--- src/rtl/gravity_tick_scheduler.sv ---
// gravity_tick_scheduler: prescaled gravity timebase with run/pause/over sequencing; in clk,rst_n,start,pause_req,game_over,soft_drop,level -> out drop_tick,running,paused,cur_period
module gravity_tick_scheduler #(
  parameter int PRESCALE    = 250000,
  parameter int BASE_PERIOD = 800,
  parameter int STEP        = 50,
  parameter int MIN_PERIOD  = 100,
  parameter int SOFT_PERIOD = 50
) (
  input  logic        clk,
  input  logic        rst_n,
  input  logic        start,
  input  logic        pause_req,
  input  logic        game_over,
  input  logic        soft_drop,
  input  logic [3:0]  level,
  output logic        drop_tick,
  output logic        running,
  output logic        paused,
  output logic [15:0] cur_period
);
  localparam int PW = PRESCALE > 1 ? $clog2(PRESCALE) : 1;
  typedef enum logic [1:0] {IDLE, RUN, PAUSE, OVER} state_t;
  state_t state, state_nx;
  logic [PW-1:0] pre_cnt, pre_nx;
  logic [15:0] sub_cnt, sub_nx, lvl_period;
  logic [31:0] prod;
  logic count, sub_edge, fire, fresh;
  assign prod = 32'(level) * 32'(STEP);
  assign lvl_period = prod > 32'(BASE_PERIOD - MIN_PERIOD) ? 16'(MIN_PERIOD) : 16'(32'(BASE_PERIOD) - prod);
  assign cur_period = soft_drop && lvl_period > 16'(SOFT_PERIOD) ? 16'(SOFT_PERIOD) : lvl_period;
  always_comb begin
    state_nx = state;
    case (state)
      IDLE:  state_nx = start ? RUN : IDLE;
      RUN:   state_nx = game_over ? OVER : pause_req ? PAUSE : RUN;
      PAUSE: state_nx = game_over ? OVER : pause_req ? RUN : PAUSE;
      OVER:  state_nx = start ? RUN : OVER;
    endcase
  end
  assign count    = state == RUN && state_nx == RUN;
  assign sub_edge = count && pre_cnt == PW'(PRESCALE - 1);
  assign fire     = sub_edge && ({1'b0, sub_cnt} + 17'd1 >= {1'b0, cur_period});
  assign fresh    = state_nx == RUN && (state == IDLE || state == OVER);
  assign pre_nx   = fresh || sub_edge ? '0 : count ? pre_cnt + 1'b1 : pre_cnt;
  assign sub_nx   = fresh || fire ? '0 : sub_edge ? sub_cnt + 16'd1 : sub_cnt;
  always_ff @(posedge clk or negedge rst_n) begin
    if (!rst_n) begin
      state     <= IDLE;
      pre_cnt   <= '0;
      sub_cnt   <= '0;
      drop_tick <= 1'b0;
    end else begin
      state     <= state_nx;
      pre_cnt   <= pre_nx;
      sub_cnt   <= sub_nx;
      drop_tick <= fire;
    end
  end
  assign running = state == RUN;
  assign paused  = state == PAUSE;
endmodule

--- config.mk ---
export PLATFORM = sky130hd
export DESIGN_NAME = gravity_tick_scheduler
export DESIGN_NICKNAME = d
export VERILOG_FILES = /design/src/rtl/gravity_tick_scheduler.sv
export SDC_FILE = /design/constraint.sdc
export NUM_CORES = 1
export LEC_CHECK = 0
export CORE_UTILIZATION = 40
export DETAILED_ROUTE_END_ITERATION = 10
export GPL_TIMING_DRIVEN = 1
export PLACE_DENSITY = 0.69
export SYNTH_ARGS = -nofsm -noshare
export SYNTH_HDL_FRONTEND = slang
export SYNTH_SLANG_ARGS = --single-unit
--- constraint.sdc ---
create_clock -name clk -period 4.1 [get_ports clk]
set_input_delay 0.82 -clock clk [delete_from_list [all_inputs] [get_ports clk]]
set_output_delay 0.82 -clock clk [all_outputs]
set_load 0.01 [all_outputs]
==> impl_metrics.py <==
metrics = {
    "floorplan": {
        "die_y_um": 89.1,
        "core_region_area_sq_um": 7290,
        "die_area_sq_um": 7940,
        "die_w_um": 89.1,
        "initial_utilization": 0.416,
        "io_pins": 29,
        "rows": 31,
    },
    "setup_path": {
        "endpoint_kind": "flip-flop",
        "cp_slowest_cell": "fa_2",
        "path_buf_inv": 6,
        "path_depth": 21,
        "crit_required_ns": 4.29,
        "path_cells": "buf_12, inv_12, ha_4, ha_4, inv_2, fa_2, inv_2, a211oi_2, xnor2_1, a2bb2oi_2, o41ai_2, buf_4, buf_6, and3_4, ha_4, nand4_1, or4_1, o21ai_1, o21ba_4, and3_4, a22o_1",
        "slowest_delay_ns": 0.53,
        "cp-start-kind": "primary input",
        "path_delay_family": "adder cells",
        "cp.arrival_ns": 4.56,
        "r2r_cells": 12,
        "critical_path_peak_fanout": 6,
        "path_class": "primary input to flip-flop",
        "cp_common_cell": "ha_4",
    },
    "run": {
        "maxCapViolations": 0,
    },
    "clocking": {
        "cts.sinks": 37,
        "htree_levels": 2,
        "cts-buffers-inserted": 5,
        "cts_tree": "built",
        "hold_buffers": 0,
        "cts-root-buf": "clkbuf_8",
        "clockBufferDepth": 2,
        "path_clk_slew_ns": 0.09,
        "clk_latency_ns": 0.30,
    },
    "timing": {
        "rsz0062_at_grt": "true",
        "max_slew_margin": 0.452,
        "finalSetupViolations": 21,
        "hold_viol": 0,
        "fin_crit_ns": 4.37,
        "hold_ws_ns": 0.526,
        "setup_tns_ns": -3.92,
        "max_slew.worst_pin.slew_ns": 0.822,
        "fmax_mhz": 229,
        "skew_ns": 0.0169,
        "finalMaxSlewViolations": 0,
        "fin_ws_ns": -0.269,
        "post-route-period-util": 1.07,
    },
    "logic_synthesis": {
        "synthFlopType": "dfrtp_1",
        "ys_ff_latch": 37,
        "synth_area_sq_um": 3040,
        "synth_cell_type_count": 48,
        "yosys_warnings": 0,
        "synth_async_sr_flop_share": 1.00,
        "syn_area_per_cell_sq_um": 8.80,
        "ys_seq_area_frac": 0.305,
        "synth_edf_count": 0,
        "netlist_instances": 345,
    },
    "grt": {
        "grt_first_pass_wirelength_um": 11400,
        "grt_usage": 0.189,
        "antenna_found_initial": 0,
        "grt_start_max_net_pins": 38,
        "grt_pass1_vias": 2502,
        "grt.overflow.total": 0,
    },
    "pwr": {
        "powerDensity_nw_per_um2": 325,
        "total_power_mw": 1.32,
        "power.leakage_nw": 1.91,
        "irDropWorstVdd_mv": 0.188,
    },
    "finish": {
        "syn2layout_area_growth_pct": 34.0,
        "antenna_cells": 0,
        "drive_gt1_frac": 0.285,
        "layout.nets": 468,
    },
    "placed_design": {
        "gp_congestion": 0.815,
        "port_buffers": 21,
        "dp_hpwl_um": 5130,
        "preCtsSetupSlack_ns": -1.25,
    },
    "outcome": {
        "status": "complete, but fails checks",
        "violations": "setup timing",
    },
    "worst_hold_path": {
        "whs_path_depth": 2,
        "hold_class": "flip-flop to flip-flop",
    },
    "detailed_routing": {
        "via_count": 2684,
        "via_per_inst": 5.12,
        "drc": 0,
        "routed_wl_um": 6960,
        "ant_nets": 0,
        "first_pass_iters": 4,
        "drt-wirelength-per-cell_um": 13.3,
        "first_iter_violations": 111,
    },
}
## sequential cells by signal, indices dropped and copies added (netlist names)
name	cells
drop_tick	1
sub_cnt	16
pre_cnt	18
state	2
## power by group
group | internal, mW | switching, mW
Combinational | 0.288 | 0.373
Clock | 0.117 | 0.136
Sequential | 0.387 | 0.0213
## path summary, 6_finish.rpt
kind | start | to | slack, ns
max | level[0] | sub_cnt[15] | -0.27
min | sub_cnt[1] | sub_cnt[1] | 0.53
max reg2reg | sub_cnt[3] | sub_cnt[15] | 0.75
min reg2reg | sub_cnt[1] | sub_cnt[1] | 0.53
max in group asynchronous | rst_n | pre_cnt[17] | 2.95
min in group asynchronous | rst_n | sub_cnt[13] | 0.60
## worst register-to-register path, stage by stage (launching register included)
cell	delay (ns)
dfrtp_1	0.41
and3_1	0.24
and3_1	0.25
nand3_1	0.14
and2_1	0.19
or2_2	0.31
ha_1	0.32
nand4_1	0.13
or4_1	0.53
o21ai_1	0.13
o21ba_4	0.17
and3_4	0.19
a22o_1	0.20
## synth_stat cells (2+ instances only)
| library cell | number | area (sq um) |
|---|---|---|
| conb_1 | 2 | 7.51 |
| ha_1 | 33 | 413 |
| o2111ai_1 | 4 | 35.0 |
| nand3_1 | 23 | 115 |
| and4_1 | 3 | 26.3 |
| buf_4 | 7 | 52.6 |
| buf_2 | 4 | 20.0 |
| mux2i_1 | 3 | 30.0 |
| o21a_1 | 3 | 22.5 |
| nor2_1 | 30 | 113 |
| or4_1 | 2 | 15.0 |
| xor2_1 | 19 | 166 |
| o21ai_0 | 8 | 40.0 |
| or4b_1 | 2 | 20.0 |
| nor3_1 | 5 | 25.0 |
| and2_1 | 7 | 43.8 |
| or2_2 | 6 | 37.5 |
| a21o_1 | 2 | 15.0 |
| o21ai_1 | 2 | 10.0 |
| a21oi_1 | 13 | 65.1 |
| nor2b_1 | 4 | 25.0 |
| xnor2_1 | 15 | 131 |
| nor4_1 | 2 | 12.5 |
| inv_1 | 16 | 60.1 |
| nand4_1 | 12 | 75.1 |
| nand2b_1 | 4 | 25.0 |
| a31oi_1 | 3 | 18.8 |
| and3_1 | 10 | 62.6 |
| dfrtp_1 | 37 | 926 |
| nor4_2 | 2 | 25.0 |
| nand2_1 | 34 | 128 |
| a22o_1 | 12 | 105 |
## kinds of logic after synthesis
family,share of synthesized area
AOI/OAI and AO/OA,0.139
adders and majority gates,0.143
xor gates and xnor gates,0.0981
and+or+nand+nor,0.256
DFF,0.305
other,0.00247
buffers and inverters,0.0474
muxes,0.00989
## cell usage in the layout (no fill, tap or decap), types with 3 or more instances in the layout
cell | Yosys | final
buf_2 | 4 | 6
a31oi_1 | 3 | 3
nor3_1 | 5 | 5
clkdlybuf4s50_1 | 0 | 7
o2111ai_1 | 4 | 4
nor2_1 | 30 | 30
xnor2_1 | 15 | 14
nor2b_1 | 4 | 4
o21ai_1 | 2 | 5
o21ai_0 | 8 | 4
nand4_1 | 12 | 12
ha_1 | 33 | 21
and2_1 | 7 | 7
ha_4 | 0 | 10
buf_4 | 7 | 48
xor2_1 | 19 | 18
and3_4 | 0 | 3
dlygate4sd2_1 | 0 | 3
o21a_1 | 3 | 3
buf_6 | 1 | 4
inv_2 | 0 | 4
conb_1 | 2 | 13
inv_1 | 16 | 10
nand2b_1 | 4 | 3
mux2i_1 | 3 | 3
and4_1 | 3 | 3
clkbuf_2 | 0 | 3
a22o_1 | 12 | 12
or2_2 | 6 | 6
clkbuf_8 | 0 | 5
nand2_1 | 34 | 32
nand3_1 | 23 | 20
and3_1 | 10 | 8
dfrtp_1 | 37 | 37
a21oi_2 | 0 | 3
a21oi_1 | 13 | 10
## per-layer routing
| layer | global-route usage | wire [um] |
|---|---|---|
| met4 | 0.0491 | 78 |
| met2 | 0.325 | 3460 |
| met1 | 0.241 | 3270 |
| met3 | 0.0388 | 146 |
| met5 | 0 | 0 |
## repair_timing
item	4_1_cts	5_1_grt
setup endpoints to repair	26	25
gates resized for setup	57	24
setup buffers	10	4
endpoints found under the hold margin	0	0
pin swaps	17	5
gates cloned	1	0
## cell type report
class | instances | area [sq um]
Fill cell | 643 | 3220
Multi-Input combinational cell | 292 | 2290
Sequential cell | 37 | 926
Timing Repair Buffer | 72 | 567
Tap cell | 99 | 124
Inverter | 16 | 77.6
Clock buffer | 5 | 68.8
Clock inverter | 3 | 17.5
## metrics by stage
stage	util	area [sq um]	instances
after global routing	0.558	4070	524
after CTS	0.547	3990	521
after global placement	0.506	3690	502
after detailed placement	0.506	3690	502
after floorplan	-	3160	356
final	0.558	4070	524
No activity file was read; power rests on OpenSTA's default activity.
